### src/rtl/instr_inv_queue_pkg.sv
// Shared configuration for the instruction-coherency invalidation queue.
// Holds default sizing, the line-address width helper and the line type.
package instr_inv_queue_pkg;

  localparam int unsigned INSTR_INV_QUEUE_DEPTH = 4;
  localparam int unsigned NUM_INV_SOURCES       = 2;
  localparam int unsigned INV_ADDR_W            = 32;
  localparam int unsigned INV_LINE_W            = 4;

  // Line address drops the word offset (2 bits) and the word-in-line index.
  function automatic int unsigned line_addr_w(int unsigned addr_w, int unsigned line_w);
    return addr_w - 2 - $clog2(line_w);
  endfunction

  localparam int unsigned INV_LINE_ADDR_W = line_addr_w(INV_ADDR_W, INV_LINE_W);

  typedef logic [INV_LINE_ADDR_W-1:0] inv_line_t;

endpackage

### src/rtl/inv_source_compactor.sv
// Coalesces same-line invalidation sources and packs the survivors into
// contiguous write slots in ascending source order. Purely combinational.
module inv_source_compactor import instr_inv_queue_pkg::*; #(
  parameter int unsigned NUM_SOURCES = NUM_INV_SOURCES,
  parameter int unsigned ADDR_W      = INV_ADDR_W,
  parameter int unsigned LINE_W      = INV_LINE_W,
  localparam int unsigned LineAddrW  = line_addr_w(ADDR_W, LINE_W),
  localparam int unsigned CntW       = $clog2(NUM_SOURCES + 1)
) (
  input  logic [NUM_SOURCES-1:0]           src_valid,
  input  logic [NUM_SOURCES*ADDR_W-1:0]    src_addr,
  input  logic                             last_valid,
  input  logic [LineAddrW-1:0]             last_line,
  output logic [CntW-1:0]                  push_count,
  output logic [NUM_SOURCES*LineAddrW-1:0] push_lines
);

  localparam int unsigned Off = ADDR_W - LineAddrW;

  logic [LineAddrW-1:0]     line [NUM_SOURCES];
  logic [NUM_SOURCES-1:0]   keep;
  logic [NUM_SOURCES*Off-1:0] unused_offset_bits;

  for (genvar i = 0; i < NUM_SOURCES; i++) begin : g_src
    assign line[i] = src_addr[i*ADDR_W+Off +: LineAddrW];
    assign unused_offset_bits[i*Off +: Off] = src_addr[i*ADDR_W +: Off];
  end

  // A source survives unless a lower-index source or the newest queued entry
  // already covers its line.
  always_comb begin
    keep = '0;
    for (int i = 0; i < NUM_SOURCES; i++) begin
      keep[i] = src_valid[i] && !(last_valid && (line[i] == last_line));
      for (int j = 0; j < i; j++) begin
        if (src_valid[j] && (line[j] == line[i])) begin
          keep[i] = 1'b0;
        end
      end
    end
  end

  always_comb begin
    push_count = '0;
    push_lines = '0;
    for (int i = 0; i < NUM_SOURCES; i++) begin
      if (keep[i]) begin
        push_lines[int'(push_count)*LineAddrW +: LineAddrW] = line[i];
        push_count = push_count + CntW'(1);
      end
    end
  end

endmodule

### src/rtl/instr_inv_queue.sv
// Invalidation queue between committed stores and the icache/branch predictor.
// Multi-source enqueue with coalescing, forked head handshake, flush-all on overflow.
module instr_inv_queue import instr_inv_queue_pkg::*; #(
  parameter int unsigned DEPTH       = INSTR_INV_QUEUE_DEPTH,
  parameter int unsigned NUM_SOURCES = NUM_INV_SOURCES,
  parameter int unsigned ADDR_W      = INV_ADDR_W,
  parameter int unsigned LINE_W      = INV_LINE_W,
  localparam int unsigned LineAddrW  = line_addr_w(ADDR_W, LINE_W)
) (
  input  logic                          clk,
  input  logic                          rst,
  input  logic [NUM_SOURCES-1:0]        src_valid,
  input  logic [NUM_SOURCES*ADDR_W-1:0] src_addr,
  output logic [LineAddrW-1:0]          inv_line,
  output logic                          inv_all,
  output logic                          icache_inv_valid,
  input  logic                          icache_inv_ack,
  output logic                          bp_inv_valid,
  input  logic                          bp_inv_ack,
  output logic                          busy,
  output logic [15:0]                   overflow_count
);

  localparam int unsigned PtrW  = $clog2(DEPTH);
  localparam int unsigned CntW  = $clog2(DEPTH) + 1;
  localparam int unsigned PushW = $clog2(NUM_SOURCES + 1);
  localparam int unsigned SumW  = CntW + PushW + 1;

  logic [LineAddrW-1:0] mem_q [DEPTH];
  logic [PtrW-1:0]      rd_ptr_q, rd_ptr_d, wr_ptr_q, wr_ptr_d, last_ptr;
  logic [CntW-1:0]      count_q, count_d;
  logic                 ic_done_q, ic_done_d, bp_done_q, bp_done_d;
  logic                 pending_all_q, pending_all_d;
  logic [15:0]          ovf_cnt_q, ovf_cnt_d;

  logic                           fifo_nonempty, head_valid, pop, pop_fifo;
  logic                           src_block, last_is_head, last_valid, overflow, do_write;
  logic [NUM_SOURCES-1:0]         gated_valid;
  logic [PushW-1:0]               push_count;
  logic [NUM_SOURCES*LineAddrW-1:0] push_lines;
  logic [SumW-1:0]                next_count;
  logic [PtrW-1:0]                wr_idx [NUM_SOURCES];

  assign fifo_nonempty = count_q != '0;
  assign head_valid    = pending_all_q | fifo_nonempty;
  assign pop           = head_valid & (icache_inv_ack | ic_done_q) & (bp_inv_ack | bp_done_q);
  assign pop_fifo      = pop & ~pending_all_q;

  // Until someone has taken the flush-all, new stores are already covered by it.
  assign src_block   = pending_all_q & ~ic_done_q & ~bp_done_q;
  assign gated_valid = src_valid & ~{NUM_SOURCES{src_block}};

  assign last_ptr     = wr_ptr_q - PtrW'(1);
  assign last_is_head = count_q == CntW'(1);
  // The newest entry stops absorbing repeats once a consumer has seen it.
  assign last_valid   = fifo_nonempty &
                        ~(last_is_head & ~pending_all_q & (ic_done_q | bp_done_q | pop));

  inv_source_compactor #(
    .NUM_SOURCES (NUM_SOURCES),
    .ADDR_W      (ADDR_W),
    .LINE_W      (LINE_W)
  ) u_compactor (
    .src_valid  (gated_valid),
    .src_addr   (src_addr),
    .last_valid (last_valid),
    .last_line  (mem_q[last_ptr]),
    .push_count (push_count),
    .push_lines (push_lines)
  );

  assign next_count = SumW'(count_q) + SumW'(push_count) - SumW'(pop_fifo);
  assign overflow   = next_count > SumW'(DEPTH);

  for (genvar i = 0; i < NUM_SOURCES; i++) begin : g_idx
    assign wr_idx[i] = wr_ptr_q + PtrW'(i);
  end

  always_comb begin
    rd_ptr_d      = rd_ptr_q;
    wr_ptr_d      = wr_ptr_q;
    count_d       = count_q;
    ic_done_d     = ic_done_q;
    bp_done_d     = bp_done_q;
    pending_all_d = pending_all_q;
    ovf_cnt_d     = ovf_cnt_q;
    do_write      = 1'b0;

    if (pop) begin
      ic_done_d = 1'b0;
      bp_done_d = 1'b0;
      if (pending_all_q) begin
        pending_all_d = 1'b0;
      end else begin
        rd_ptr_d = rd_ptr_q + PtrW'(1);
      end
    end else begin
      if (icache_inv_ack && head_valid) ic_done_d = 1'b1;
      if (bp_inv_ack && head_valid)     bp_done_d = 1'b1;
    end

    if (overflow) begin
      rd_ptr_d      = '0;
      wr_ptr_d      = '0;
      count_d       = '0;
      ic_done_d     = 1'b0;
      bp_done_d     = 1'b0;
      pending_all_d = 1'b1;
      ovf_cnt_d     = (ovf_cnt_q == 16'hFFFF) ? ovf_cnt_q : ovf_cnt_q + 16'd1;
    end else begin
      count_d  = next_count[CntW-1:0];
      wr_ptr_d = wr_ptr_q + PtrW'(push_count);
      do_write = push_count != '0;
    end
  end

  always_ff @(posedge clk) begin
    if (rst) begin
      rd_ptr_q      <= '0;
      wr_ptr_q      <= '0;
      count_q       <= '0;
      ic_done_q     <= 1'b0;
      bp_done_q     <= 1'b0;
      pending_all_q <= 1'b0;
      ovf_cnt_q     <= '0;
    end else begin
      rd_ptr_q      <= rd_ptr_d;
      wr_ptr_q      <= wr_ptr_d;
      count_q       <= count_d;
      ic_done_q     <= ic_done_d;
      bp_done_q     <= bp_done_d;
      pending_all_q <= pending_all_d;
      ovf_cnt_q     <= ovf_cnt_d;
    end
  end

  always_ff @(posedge clk) begin
    if (do_write && !rst) begin
      for (int i = 0; i < NUM_SOURCES; i++) begin
        if (i < int'(push_count)) begin
          mem_q[wr_idx[i]] <= push_lines[i*LineAddrW +: LineAddrW];
        end
      end
    end
  end

  assign inv_all          = pending_all_q;
  assign icache_inv_valid = head_valid & ~ic_done_q;
  assign bp_inv_valid     = head_valid & ~bp_done_q;
  assign busy             = head_valid;
  assign overflow_count   = ovf_cnt_q;
  assign inv_line         = (fifo_nonempty && !pending_all_q) ? mem_q[rd_ptr_q] : '0;

endmodule

### config.mk
export PLATFORM = sky130hd
export DESIGN_NAME = instr_inv_queue
export DESIGN_NICKNAME = d
export VERILOG_FILES = /design/src/rtl/instr_inv_queue_pkg.sv /design/src/rtl/inv_source_compactor.sv /design/src/rtl/instr_inv_queue.sv
export SDC_FILE = /design/constraint.sdc
export NUM_CORES = 1
export LEC_CHECK = 0
export CAP_MARGIN = 10
export CORE_MARGIN = 2
export CORE_UTILIZATION = 57
export CTS_BUF_LIST = sky130_fd_sc_hd__clkbuf_8
export CTS_CLUSTER_SIZE = 20
export DETAILED_ROUTE_END_ITERATION = 10
export PLACE_DENSITY_LB_ADDON = 0.12
export SETUP_SLACK_MARGIN = 0.3
export SLEW_MARGIN = 30
export SYNTH_ARGS = -nofsm -noshare
export SYNTH_HDL_FRONTEND = slang
export SYNTH_HIERARCHICAL = 1
export SYNTH_SLANG_ARGS = --single-unit
### constraint.sdc
create_clock -name clk -period 8.86 [get_ports clk]
set_clock_uncertainty 0.1 [all_clocks]
set_input_delay 1.329 -clock clk [delete_from_list [all_inputs] [get_ports clk]]
set_output_delay 1.329 -clock clk [all_outputs]
set_load 0.05 [all_outputs]
# Word level (Yosys, flattened, before mapping)
# Memories as Yosys holds them, arrays and structs flattened. A register that Yosys moved wholly into a read port is not among the register bits.
# Index checks and enable logic that the tools add are counted.
op_classes:
  addsub: 9
  mul: 1
  n_lt_le_gt_ge: 3
  n_eq_ne: 5
  n_shift: 2
  n_mux: 18
  bitwise: 22
  n_reduce_logical: 20
ops:
  columns: ["op", "n"]
  rows:
  - ["$eq 28x28->1", 3]
  - ["$bwmux 56", 1]
  - ["$mux 28", 2]
  - ["$mux 56", 1]
  - ["$shift 28x34->56 const A", 1]
  - ["$shiftx 28x34->56", 1]
  - ["$neg 7->34", 1]
  - ["$add 16x1->16 const B", 1]
  - ["$eq 16x16->1 const B", 1]
  - ["$mux 1", 11]
  - ["$and 1x1->1", 10]
  - ["$logic_and 1x1->1", 9]
  - ["$gt 6x3->1 const B", 1]
  - ["$mux 2", 3]
  - ["$not 1->1", 5]
  - ["$or 1x1->1", 5]
  - ["$sub 4x1->5", 1]
  - ["$add 2x1->2 const B", 2]
  - ["$add 3x2->4", 1]
  - ["$logic_not 1->1", 4]
  - ["$lt 1x2->1 const A", 2]
  - ["$mul 1x3->4 const B", 1]
  - ["$reduce_and 2->1", 2]
  - ["$reduce_bool 2->1", 2]
  - ["9 further kinds", 9]
word_totals:
  register_bits: 26
  ram_bits: 112
  input_bits: 70
  output_inout_bits: 48
  elab_cells: 88
  mem_count: 1
mem_list:
  columns: ["name", "words", "word_bits", "read_ports", "rd_clocked_by_memory_dff", "wr", "line", "source"]
  rows:
  - ["mem_q", 4, 28, 2, 1, 2, "instr_inv_queue.sv:29", "logic [LineAddrW-1:0] mem_q [DEPTH];"]

# Depth between registers and ports, before layout
# Gate-level depths: netlist of the first run.
logic_depth:
  depth_word: 21
  ltp_mapped: 28
  depth_no_buf: 20

# Modules after synthesis
# Netlist of the first run, hierarchy kept.
by_module_without_submodules:
  columns: ["mod", "instances", "cells_each", "area_per_inst_um2", "seq_area_each_um2"]
  rows:
  - ["instr_inv_queue", 1, 541, 7943.9, 3923.8]
  - ["inv_source_compactor", 1, 247, 1667.8, 0.0]

# Least setup slack after synthesis of the first run
# No wires, ideal clock.
synth_timing:
  kind: "reg-to-reg"
  startpoint: "register wr_ptr_q[0]"
  endpoint: "memory mem_q[2][0] in the netlist's numbering, enable pin"
  setup_time_ps: 422
  t_arrival_ps: 7265
  required_ps: 8338
  setup_slack_ps: 1073
  path_stages_with_launch: 26
  path_buffers: 7
  synth_period_minus_slack_ps: 7787
  cell_sequence: "dfxtp_1 > buf_2 > buf_2 > inv_1 > ha_1 > clkbuf_1 > buf_1 > mux4_2 > xnor2_1 > nand4_1 > nor4_1 > a21boi_0 > clkbuf_1 > buf_2 > xnor2_1 > inv_1 > ha_1 > inv_1 > ha_1 > inv_1 > fa_1 > nor2b_1 > o2bb2ai_1 > or4_1 > clkbuf_1 > a21oi_1"
synth_rtl:
  columns: ["element", "line", "source"]
  rows:
  - ["from (decl)", "instr_inv_queue.sv:30", "logic [PtrW-1:0] rd_ptr_q, rd_ptr_d, wr_ptr_q, wr_ptr_d, last_ptr;"]
  - ["from (signal assigned)", "instr_inv_queue.sv:128", "wr_ptr_q <= wr_ptr_d;"]
  - ["to (decl)", "instr_inv_queue.sv:29", null]

==> flow_summary.yaml, run 1 <==
place:
  dpl-instance-area_sq_mm: 0.01089
  hpwl_mm: 18.29
  gp_congestion: 0.9694
  port_buffers: 109
routing:
  via_count: 7246
  firstDrtPassIters: 6
  routed.top_layer: "met4"
  wl_mm: 26.97
  wl_met1_mm: 10.72
  drtIter0Drc: 607
  dr_wl_met3_mm: 2.365
  via_per_inst: 6.470
  wl_met2_mm: 13.12
  drc: 0
  ant_nets: 0
  wire_per_inst_um: 24.08
run_status:
  status: "finished, final reports clean"
floorplanning:
  dieArea_sq_mm: 0.01792
  core_area_sq_mm: 0.01652
  start_util: 0.5817
  die_h_um: 133.9
  rows: 47
  ios: 118
  die_x_um: 133.9
sta:
  slew_headroom: 0.2822
  min_period_ns: 7.555
  min_period_over_period: 0.8527
  finalMaxSlewViolations: 0
  finalSetupTns_ns: 0
  worst_slew_pin_slew_ns: 1.077
  hold_violations: 0
  rsz0062_at_grt: "no"
  hold-worst-slack_ns: 0.4223
  clock.fmax_mhz: 132.4
  finalSetupViolCount: 0
final_layout:
  design_area_sq_mm: 0.01121
  syn2layout_area_growth_pct: 16.60
  layout.area.seq_sq_mm: 0.003928
  multiInputGateArea_sq_mm: 0.005356
  drive_gt1_frac: 0.2714
  fin_nets: 975
  fill_cells: 1223
global_route:
  gr-total-overflow: 0
  gr-usage-all-layers: 0.3090
  grt_pass1_vias: 7349
  grt_max_degree: 86
  grt_pass1_wl_mm: 41.39
  antenna_found_initial: 1
clock_tree:
  cts.htree.levels: 4
  clkTransAtPathRegs_ns: 0.08
  clk_latency_ns: 0.45
  clockRootBuffer: "clkbuf_8"
  cts_max_path_buffers: 2
  cts_setup_buffers: 0
  postCtsResizedCells: 0
  cts_made_buffers: 17
  cts_tree: "yes"
  cts.sinks: 140
  ctsHoldBuffers: 0
setup_path:
  cp_slowest_cell: "nor4_1"
  end_kind: "register"
  cp_top_family: "simple AND/OR/NAND/NOR gates"
  critPathMaxFanout: 29
  crit_type: "reg -> reg"
  critPathLaunchType: "register"
  cp_data_required_time_ns: 8.86
  worstPathArrival_ns: 7.55
  cp_num_buf_inv: 4
  cp_cell_sequence: "inv_1 > ha_1 > buf_4 > mux4_2 > xnor2_1 > nand4_1 > nor4_1 > a31oi_4 > and2_1 > inv_1 > ha_1 > fa_1 > xor2_1 > o2bb2ai_1 > or4_1 > a21oi_2 > buf_4"
  max_stage_delay_ns: 0.73
power_and_ir_drop:
  powerDensity_mw_per_mm2: 273.2
  p_total_mw: 3.062
  p_leak_nw: 3.801
  vdd_ir_drop_max_uv: 173.5
hold_path:
  hp-class: "reg -> reg"
yosys:
  ys_types: 53
  yosysTopAreaCell: "edfxtp_1"
  netlist_top_cells_area: "edfxtp_1 35%, mux4_2 13%, mux2_2 13%, dfxtp_1 5.8%, xnor2_1 5.2%"
  ys_ff_latch: 140
  syn_area_sq_mm: 0.009612
  post-synth-top-area-fraction: 0.3499
  synth_common_cells: "112 x edfxtp_1, 108 x mux2_2, 57 x xnor2_1"
  synth_ff_type: "edfxtp_1"
  syn_nets: 876
  ys_warn_count: 6
  async_flop_share: 0
  synth_edf_count: 112
  synth_most_common_cell: "edfxtp_1"
  synthesis.instances: 788
  syn_avg_cell_area_sq_um: 12.20
  synth_seq_area_share: 0.4082
flow_run:
  drv_cap: 0
[through the flow]
| step | std cells | worst slack [ns] | utilization |
|---|---|---|---|
| after floorplan | 788 | 1.073 | - |
| after global placement | 1088 | 1.559 | 0.6588 |
| after detailed placement | 1088 | 1.431 | 0.6588 |
| after CTS | 1119 | 1.498 | 0.6781 |
| after global routing | 1120 | 1.144 | 0.6782 |
| final | 1120 | 1.305 | 0.6782 |
[sequential cells by signal, summed over array words and instances (netlist names), named ones only]
signal / count
bp_done_q: 1
count_q: 3
wr_ptr_q: 2
mem_q: 112
rd_ptr_q: 2
ic_done_q: 1
overflow_count: 16
inv_all: 1
[final cells by class]
type,count,share of cell area
multi-input cells,577,0.4780
diodes,1,0.0002233
clock buffers,17,0.02088
repair buffers,130,0.1114
well taps,220,0.02456
inverters,21,0.007034
clock inverters,14,0.007480
flip-flops and latches,140,0.3505
[placed cells by master (no fill, tap or decap), types with 22 or more instances in the layout]
cell	n
edfxtp_1	112
clkdlybuf4s50_1	109
mux2_2	108
xnor2_1	57
mux4_2	56
nand2_1	42
nor2b_1	32
o21ai_0	32
xor2_1	29
and3_1	26
nand2b_1	26
dfxtp_1	25
inv_1	22
nor2_1	22
[per-layer routing]
metal  track usage  vias up
met5             0        -
met4        0.1217        0
met3       0.05480       55
met2        0.5077      382
met1        0.4110     3635
li1              -     3174
[logic make-up after synthesis]
group / Yosys count / share of synthesized area
AND/OR/NAND/NOR: 222 / 0.1334
multiplexers: 172 / 0.2675
flip-flops: 140 / 0.4082
XOR/XNOR: 86 / 0.07836
AO/OA/AOI/OAI: 79 / 0.04947
buffers and inverters: 71 / 0.03879
adder cells (fa/ha/maj): 18 / 0.02421
[where the power goes]
part,internal (mW),switching (mW)
Clock,0.186,0.242
Sequential,0.891,0.0590
Combinational,0.666,1.02
Total,1.74,1.32
[path summary, 6_finish.rpt]
path,start,to,slack (ns),cells after the start
min,overflow_count[10],overflow_count[10],0.42,2
max,wr_ptr_q[1],mem_q[0][9],1.30,17
min reg2reg,overflow_count[10],overflow_count[10],0.42,2
max reg2reg,wr_ptr_q[1],mem_q[0][9],1.30,17
[worst register-to-register path, cell delays in order (launching register included)]
cell and delay (ns):
dfxtp_1 0.46, inv_1 0.14, ha_1 0.59, buf_4 0.30
mux4_2 0.36, xnor2_1 0.35, nand4_1 0.19, nor4_1 0.73
a31oi_4 0.64, and2_1 0.43, inv_1 0.13, ha_1 0.28
fa_1 0.46, xor2_1 0.22, o2bb2ai_1 0.14, or4_1 0.71
a21oi_2 0.48, buf_4 0.47
Power figures use the tool's default switching activity.
==> inputs of run 2 (changes only) <==
- TNS_END_PERCENT: not set -> 30
==> results of run 2 <==
Final layout, timing and power as in run 1 (identical DEF).
==> inputs of run 3 (changes only) <==
- CAP_MARGIN: 10 -> 20
==> results of run 3 <==
Final layout, timing and power as in run 1 (identical DEF).
